## config.mk

```make
export PLATFORM = sky130hd
export DESIGN_NAME = crc8_byte_check_flat
export DESIGN_NICKNAME = d
export VERILOG_FILES = /design/src/rtl/crc8_byte_check_if.sv /design/src/rtl/crc8_byte_check.sv /design/src/flat_wrapper.sv
export SDC_FILE = /design/constraint.sdc
export NUM_CORES = 1
export LEC_CHECK = 0
export CORE_AREA = 10 10 58 60
export DETAILED_ROUTE_END_ITERATION = 16
export DIE_AREA = 0 0 68 70
export PLACE_DENSITY = 0.8
export RECOVER_POWER = 25
export SYNTH_ARGS = -nofsm -noshare
export SYNTH_HDL_FRONTEND = slang
export SYNTH_SLANG_ARGS = --single-unit
```

## constraint.sdc

```tcl
create_clock -name clk -period 2.3 [get_ports clk]
set_input_delay 0.23 -clock clk [delete_from_list [all_inputs] [get_ports clk]]
set_output_delay 0.23 -clock clk [all_outputs]
set_load 0.02 [all_outputs]
```

## src/rtl/crc8_byte_check_if.sv

```systemverilog
// ---------------------------------------------------------------------------
// crc8_byte_check_if
// Purpose : byte stream and status bundle between a byte source (master) and
//           the CRC8 frame checker (slave).
// Signals :
//   in_data  [7:0] byte to check (the CRC byte when in_last=1)   master -> slave
//   in_valid       in_data/in_last valid                         master -> slave
//   in_last        final (CRC) byte of the frame                 master -> slave
//   abort          synchronous frame abort                       master -> slave
//   in_ready       checker can accept a byte this cycle          slave  -> master
//   busy           bits are being shifted                        slave  -> master
//   done           one-cycle pulse, frame check complete         slave  -> master
//   crc_ok         frame passed, valid from done                 slave  -> master
//   crc_out  [7:0] live CRC register (residue after done)        slave  -> master
// ---------------------------------------------------------------------------
interface crc8_byte_check_if;
  logic [7:0] in_data;
  logic       in_valid;
  logic       in_last;
  logic       abort;
  logic       in_ready;
  logic       busy;
  logic       done;
  logic       crc_ok;
  logic [7:0] crc_out;

  modport master (
    output in_data, in_valid, in_last, abort,
    input  in_ready, busy, done, crc_ok, crc_out
  );

  modport slave (
    input  in_data, in_valid, in_last, abort,
    output in_ready, busy, done, crc_ok, crc_out
  );
endinterface

```

## src/rtl/crc8_byte_check.sv

```systemverilog
// ---------------------------------------------------------------------------
// crc8_byte_check
// Purpose : receive-side CRC8 checker. Bytes accepted over valid/ready are
//           shifted MSB first through a bit-serial CRC8 engine, one bit per
//           clk. The last byte of a frame is the transmitted CRC; once it is
//           shifted in, a zero residue means the frame is good.
// Parameters:
//   POLY  generator polynomial, implicit x^8 term omitted (default 8'h07)
//   INIT  CRC register value at the start of each frame (default 8'h00)
// Ports:
//   clk        clock, all logic on posedge
//   clr        asynchronous active-high reset
//   bus        crc8_byte_check_if.slave (byte stream, abort, status)
//   err_count  [15:0] saturating count of failed frames (optional)
// Build option:
//   CRC8_CHK_ERRCNT_EN  when defined, adds err_count. Only clr clears it;
//                       abort leaves it untouched.
// ---------------------------------------------------------------------------
module crc8_byte_check #(
  parameter logic [7:0] POLY = 8'h07,
  parameter logic [7:0] INIT = 8'h00
) (
  input  logic clk,
  input  logic clr,
  crc8_byte_check_if.slave bus
`ifdef CRC8_CHK_ERRCNT_EN
  ,
  output logic [15:0] err_count
`endif
);

  localparam logic [0:0] ST_IDLE  = 1'b0;
  localparam logic [0:0] ST_SHIFT = 1'b1;

  logic [0:0] state_r;
  logic [7:0] sh_r;
  logic [7:0] crc_r;
  logic [2:0] cnt_r;
  logic       last_r;
  logic       frame_open_r;
  logic       done_r;
  logic       crc_ok_r;

  logic       accept_s;
  logic       fb_s;
  logic [7:0] crc_next_s;
  logic       final_bit_s;

  // Byte acceptance, next CRC value for the current bit and end-of-byte detect.
  always_comb begin
    accept_s    = 1'b0;
    fb_s        = 1'b0;
    crc_next_s  = crc_r;
    final_bit_s = 1'b0;
    if (state_r == ST_IDLE) begin
      accept_s = bus.in_valid & ~bus.abort;
    end else begin
      accept_s = 1'b0;
    end
    fb_s        = crc_r[7] ^ sh_r[7];
    crc_next_s  = {crc_r[6:0], 1'b0} ^ (fb_s ? POLY : 8'h00);
    final_bit_s = (state_r == ST_SHIFT) && (cnt_r == 3'd7);
  end

  // in_ready drops with abort in the same cycle so an abort always wins over
  // a pending accept.
  assign bus.in_ready = (state_r == ST_IDLE) & ~bus.abort;
  assign bus.busy     = (state_r == ST_SHIFT);
  assign bus.done     = done_r;
  assign bus.crc_ok   = crc_ok_r;
  assign bus.crc_out  = crc_r;

  // Frame FSM, shift register and CRC engine.
  always_ff @(posedge clk or posedge clr) begin
    if (clr) begin
      state_r      <= ST_IDLE;
      sh_r         <= 8'h00;
      crc_r        <= INIT;
      cnt_r        <= 3'd0;
      last_r       <= 1'b0;
      frame_open_r <= 1'b0;
      done_r       <= 1'b0;
      crc_ok_r     <= 1'b0;
    end else if (bus.abort) begin
      state_r      <= ST_IDLE;
      crc_r        <= INIT;
      cnt_r        <= 3'd0;
      frame_open_r <= 1'b0;
      done_r       <= 1'b0;
      crc_ok_r     <= 1'b0;
    end else begin
      done_r <= 1'b0;
      case (state_r)
        ST_IDLE: begin
          if (accept_s) begin
            sh_r    <= bus.in_data;
            last_r  <= bus.in_last;
            cnt_r   <= 3'd0;
            state_r <= ST_SHIFT;
            // First byte of a frame: restart the CRC. Until then crc_out
            // keeps showing the previous frame's residue.
            if (!frame_open_r) begin
              crc_r        <= INIT;
              frame_open_r <= 1'b1;
              crc_ok_r     <= 1'b0;
            end
          end
        end
        ST_SHIFT: begin
          crc_r <= crc_next_s;
          sh_r  <= {sh_r[6:0], 1'b0};
          cnt_r <= cnt_r + 3'd1;
          if (final_bit_s) begin
            state_r <= ST_IDLE;
            if (last_r) begin
              done_r       <= 1'b1;
              crc_ok_r     <= (crc_next_s == 8'h00);
              frame_open_r <= 1'b0;
            end
          end
        end
        default: begin
          state_r <= ST_IDLE;
        end
      endcase
    end
  end

`ifdef CRC8_CHK_ERRCNT_EN
  // Saturating count of frames whose residue is non-zero.
  always_ff @(posedge clk or posedge clr) begin
    if (clr) begin
      err_count <= 16'h0000;
    end else if (!bus.abort && final_bit_s && last_r &&
                 (crc_next_s != 8'h00) && (err_count != 16'hFFFF)) begin
      err_count <= err_count + 16'h0001;
    end
  end
`endif

endmodule

```

## src/flat_wrapper.sv

```systemverilog
// flat-port wrapper written by rule: the top's interface ports become plain ports
module crc8_byte_check_flat 
#(
  parameter logic [7:0] POLY = 8'h07,
  parameter logic [7:0] INIT = 8'h00
)
  (clk, clr, bus_in_data, bus_in_valid, bus_in_last, bus_abort, bus_in_ready, bus_busy, bus_done, bus_crc_ok, bus_crc_out);
  crc8_byte_check_if bus_i ();
  input  logic clk;
  input  logic clr;
  input wire logic [$bits(bus_i.in_data)-1:0] bus_in_data;
  input wire logic [$bits(bus_i.in_valid)-1:0] bus_in_valid;
  input wire logic [$bits(bus_i.in_last)-1:0] bus_in_last;
  input wire logic [$bits(bus_i.abort)-1:0] bus_abort;
  output wire logic [$bits(bus_i.in_ready)-1:0] bus_in_ready;
  output wire logic [$bits(bus_i.busy)-1:0] bus_busy;
  output wire logic [$bits(bus_i.done)-1:0] bus_done;
  output wire logic [$bits(bus_i.crc_ok)-1:0] bus_crc_ok;
  output wire logic [$bits(bus_i.crc_out)-1:0] bus_crc_out;
  assign bus_i.in_data = bus_in_data;
  assign bus_i.in_valid = bus_in_valid;
  assign bus_i.in_last = bus_in_last;
  assign bus_i.abort = bus_abort;
  assign bus_in_ready = bus_i.in_ready;
  assign bus_busy = bus_i.busy;
  assign bus_done = bus_i.done;
  assign bus_crc_ok = bus_i.crc_ok;
  assign bus_crc_out = bus_i.crc_out;
  crc8_byte_check #(.POLY(POLY), .INIT(INIT)) u_core (.clk(clk), .clr(clr), .bus(bus_i));
endmodule
```

# Word-level counts from Yosys, hierarchy flattened
# Cells that the tools add are included.
[totals] reg_bits=24 latchBits=0 ramBits=0 rom_bits=0 inputBits=13 memories=0
[op_classes] addsub=1 n_mul=0 n_div=0 order_cmp=0 n_eq_ne=6 n_shift=0 n_mux=30 n_bitwise=6 n_reduce_logical=7
[ops] cell="$mux 8" count=4
[ops] cell="$pmux 8 s2" count=2
[ops] cell="$mux 1" count=17
[ops] cell="$mux 3" count=3
[ops] cell="$ne 3x3->1 const B" count=3
[ops] cell="$logic_not 8->1" count=1
[ops] cell="$xor 8x8->8" count=1
[ops] cell="$pmux 1 s2" count=3
[ops] cell="$pmux 3 s2" count=1
[ops] cell="$reduce_and 3->1" count=2
[ops] cell="$reduce_and 2->1" count=2
[ops] cell="$reduce_and 4->1" count=1
[ops] cell="$add 3x1->3 const B" count=1
[ops] cell="$eq 3x3->1 const B" count=1
[ops] cell="$ne 3x2->1 const B" count=1
[ops] cell="$and 1x1->1" count=2
[ops] cell="$ne 2x1->1 const B" count=1
[ops] cell="$not 1->1" count=2
[ops] cell="$logic_and 1x1->1" count=1
[ops] cell="$xor 1x1->1" count=1

# Longest topological paths before layout
[logic_depth] word_depth=8 ltp_mapped=5

# Least setup slack after synthesis
# No wires, ideal clock.
[synth_path] path_type="reg-to-reg" startpoint="reg u_core.crc_r[7] (netlist: u_core.bus.crc_out[7])" endpoint="reg u_core.crc_ok_r (netlist: u_core.bus.crc_ok)" arrival_ns=1.313 required_ns=2.208 setup_slack_ns=0.895 path_stages_with_launch=6 n_path_buf=0 synth_period_minus_slack_ns=1.405 cell_sequence="dfrtp_1 -> xnor2_2 -> ha_1 -> nor4b_1 -> nand3_1 -> o31ai_2"
[synth_between] elab_chain_len=8
[synth_lines] item="start, declared" line="crc8_byte_check.sv:37" text="logic [7:0] crc_r;"
[synth_lines] item="start signal, assigned" line="crc8_byte_check.sv:110" text="crc_r <= crc_next_s;"
[synth_lines] item="$xor 1x1->1" line="crc8_byte_check.sv:60" text="fb_s = crc_r[7] ^ sh_r[7];"
[synth_lines] item="$mux 3" line="crc8_byte_check.sv:61" text="crc_next_s = {crc_r[6:0], 1'b0} ^ (fb_s ? POLY : 8'h00);"
[synth_lines] item="$xor 8x8->8" line="crc8_byte_check.sv:61"
[synth_lines] item="$logic_not 8->1" line="crc8_byte_check.sv:117" text="crc_ok_r <= (crc_next_s == 8'h00);"
[synth_lines] item="$mux 1" line="crc8_byte_check.sv:115" text="if (last_r) begin"
[synth_lines] item="$mux 1" line="crc8_byte_check.sv:113" text="if (final_bit_s) begin"
[synth_lines] item="$pmux 1 s2" line="crc8_byte_check.sv:93" text="case (state_r)"
[synth_lines] item="$mux 1" line="crc8_byte_check.sv:84" text="end else if (bus.abort) begin"
[synth_lines] item="end signal, assigned" line="crc8_byte_check.sv:117"
[synth_lines] item="end, declared" line="crc8_byte_check.sv:42" text="logic crc_ok_r;"
# Every way passes these cells. The select of a mux whose other input is x is not followed.
# A chain may end at the register's enable or synchronous reset.

# Worst setup path in the final report
[layout_path] startpoint="reg u_core.state_r (netlist: u_core.bus.busy)" endpoint="out bus_in_ready"
[layout_between] elab_chain_len=2
[layout_lines] item="start, declared" line="crc8_byte_check.sv:35" text="logic [0:0] state_r;"
[layout_lines] item="start signal, assigned" line="crc8_byte_check.sv:76" text="state_r <= ST_IDLE;"
[layout_lines] item="start signal, assigned" line="crc8_byte_check.sv:85" text="state_r <= ST_IDLE;"
[layout_lines] item="start signal, assigned" line="crc8_byte_check.sv:99" text="state_r <= ST_SHIFT;"
[layout_lines] item="$not 1->1 (no line)"
[layout_lines] item="$and 1x1->1" line="crc8_byte_check.sv:67" text="assign bus.in_ready = (state_r == ST_IDLE) & ~bus.abort;"
[layout_lines] item="end, declared" line="flat_wrapper.sv:15" text="output wire logic [$bits(bus_i.in_ready)-1:0] bus_in_ready;"
# Every way passes these cells.

==> out/qor.csv <==
metric;value;unit
outcome;completed;
initial antenna violation count;0;
Final Critical Period;1990;ps
post-CTS resize count;0;
CP top delay family;buffers and inverters;
largest cells by area after synthesis;dfrtp_1 53%, a22o_1 5.4%, a22oi_1 4.0%;
vias in the first global route;883;
pwr dens;611;nW/um^2
CTS Hold Buffers Added;0;
Die W;68;microns
antenna diode count;0;
Area after DPL;1400;sq um
final hold violation count;0;
starting density of the core;48.7;%
Core Region;2340;sq um
PortBufs;24;
crit path buf inv count;1;
Syn Std Cell Area;1140;sq um
WP data arrival;1760;ps
die area;4760;sq um
CP max FO;17;
yosys warns;0;
DP Cell Count;154;
drt first pass iters;4;
Post-Synthesis Cells;104;
die height;70;microns
CP required;2070;ps
DRT Wirelength;2.37;mm
hold_ws;508;ps
Routed wire per std cell;15.0;microns
Via-to-Cell Ratio;5.42;
Detailed Place HPWL;1.86;mm
critical path endpoint category;output port;
register clock-pin slew on the reported worst setup and hold paths;130;ps
Final Cycle Share;86.5;%
FF+latch count, synth;24;
most common cell after layout, fill and taps aside;dfrtp_1;
RSZ-0062 raised after global routing;no;
max-slew violations;0;
GR Overflow Total;0;
Cell Chain, Critical Path;nor2_4 > clkdlybuf4s50_1;
Nets;145;
worst-case clock buffer depth;2;
register area share after synthesis;52.7;%
CP startpoint kind;flop;
H-Tree Depth;1;
fin area;1430;sq um
CTS tree;yes;
row cnt;18;
slew margin rel.;15.3;%
Syn Nets;120;
syn avg cell area;11.0;sq um
slowest CP cell;clkdlybuf4s50_1;
Unique masters post-synth;32;
WS Path Type;reg -> out;
Finished Layout Cells;158;
IO Pins;25;
TritonCTS Buffers;3;
slowest stage delay, CP;620;ps
Max-Cap Viols;0;
commonest cells after routing, fill and taps aside;24 x dfrtp_1, 23 x clkdlybuf4s50_1, 10 x nand2_1, 9 x nor2_1, 7 x a22o_1;
Root Driver;clkbuf_4;
HP Class;reg -> reg;
first-pass GRT wire length;4.04;mm
final setup fails;0;
fmax;502;MHz
Worst Skew;3.24;ps
Post-DRT Antenna Nets;0;
Synth top area share;52.7;%
area grow syn2layout;25.5;%
layout cell share with drive strength beyond 1;10.2;%
Num Clock Sinks;24;
# Post-CTS Setup Buffers;0;
Worst-Margin Slew;1270;ps
IR drop worst, VDD;421;uV
total negative slack;0;ps
Clock Latency Late Sink;310;ps
power consumption;874;uW
layout filler cell count;210;
largest net degree at the start of global routing;25;
initial drt markers;35;
DR DRC count;0;
GRT Total Usage;10.4;%
Vias;857;
Final GP Congestion;0.737;
static leakage;0.000623;uW
post-synth top area cell;dfrtp_1;
[through the flow]
stage	worst slack, ps	utilization (%)
2_1_floorplan	895	-
3_3_place_gp	551	59.7
3_5_place_dp	516	59.7
4_1_cts	264	61.2
5_1_grt	199	61.1
6_report	310	61.1
[cell usage after synthesis]
| library cell | number |
|---|---|
| dfrtp_1 | 24 |
| nand2_1 | 10 |
| nor2_1 | 9 |
| a22o_1 | 7 |
| a22oi_1 | 6 |
| inv_1 | 5 |
| a21oi_1 | 4 |
| buf_2 | 4 |
| o21ai_0 | 4 |
| ha_1 | 3 |
| nor3b_1 | 3 |
| o21ai_1 | 3 |
| and3b_1 | 2 |
| nor2b_1 | 2 |
| a21boi_2 | 1 |
| a2bb2oi_1 | 1 |
| a32o_1 | 1 |
| buf_4 | 1 |
| buf_6 | 1 |
| clkbuf_1 | 1 |
| mux2_2 | 1 |
| mux2i_1 | 1 |
| nand3_1 | 1 |
| nand3_2 | 1 |
| nand4bb_1 | 1 |
| nor2_4 | 1 |
| nor4b_1 | 1 |
| o21bai_2 | 1 |
| o2bb2ai_1 | 1 |
| o31ai_2 | 1 |
| xnor2_1 | 1 |
| xnor2_2 | 1 |
[state kept, by name, indices dropped and copies added, names as in the netlist]
register	count
u_core.bus.busy	1
u_core.cnt_r	3
u_core.last_r	1
u_core.bus.crc_ok	1
u_core.bus.crc_out	8
u_core.sh_r	8
u_core.frame_open_r	1
u_core.bus.done	1
[layer usage]
| layer | global-route usage [%] | vias to the layer above | wire [microns] |
|---|---|---|---|
| li1 | - | 413 | - |
| met1 | 12.6 | 420 | 1010 |
| met2 | 17.0 | 20 | 1160 |
| met3 | 2.87 | 4 | 179 |
| met4 | 3.36 | 0 | 20 |
| met5 | 0 | - | 0 |
[logic make-up (layout without fill, tap and decap cells)]
group                      Yosys count  after routing  share of synthesized area (%)
and+or+nand+nor                     31             31                           14.9
AOI/OAI and AO/OA                   30             30                           19.6
DFF                                 24             24                           52.7
buffers and inverters               12             36                           5.38
adders and majority gates            3              3                           3.29
xor gates and xnor gates             2              2                           2.20
muxes                                2              2                           1.87
[final timing paths]
kind / from / to / slack (ps) / cells past startpoint
max: u_core.bus.busy / bus_in_ready / 310 / 2
min: u_core.sh_r[5] / u_core.sh_r[5] / 510 / 2
max reg2reg: u_core.bus.busy / u_core.bus.crc_ok / 680 / 3
min reg2reg: u_core.sh_r[5] / u_core.sh_r[5] / 510 / 2
max in group asynchronous: clr / u_core.bus.crc_out[0] / 800 / 3
min in group asynchronous: clr / u_core.bus.crc_ok / 760 / 3
[cell type report]
class	count	area (sq um)	area share [%]
Sequential cell	24	601	42.0
Tap cell	30	37.5	2.62
Inverter	5	18.8	1.31
Timing Repair Buffer	27	259	18.1
Multi-Input combinational cell	68	478	33.4
Clock buffer	4	36.3	2.54
[worst min-delay path: cells and delay by family, from the launching register on]
kind / cells / cell delay, ps
AO/OA/AOI/OAI: 1 / 60
AND/OR/NAND/NOR: 1 / 50
flip-flops: 1 / 370
[power by group]
| group | total, uW | switching, uW | internal [uW] |
|---|---|---|---|
| Clock | 222 | 125 | 96.7 |
| Combinational | 162 | 80.0 | 81.6 |
| Sequential | 491 | 32.2 | 458 |
| Total | 874 | 237 | 637 |
Note: power is estimated with default switching activity, not from simulation.
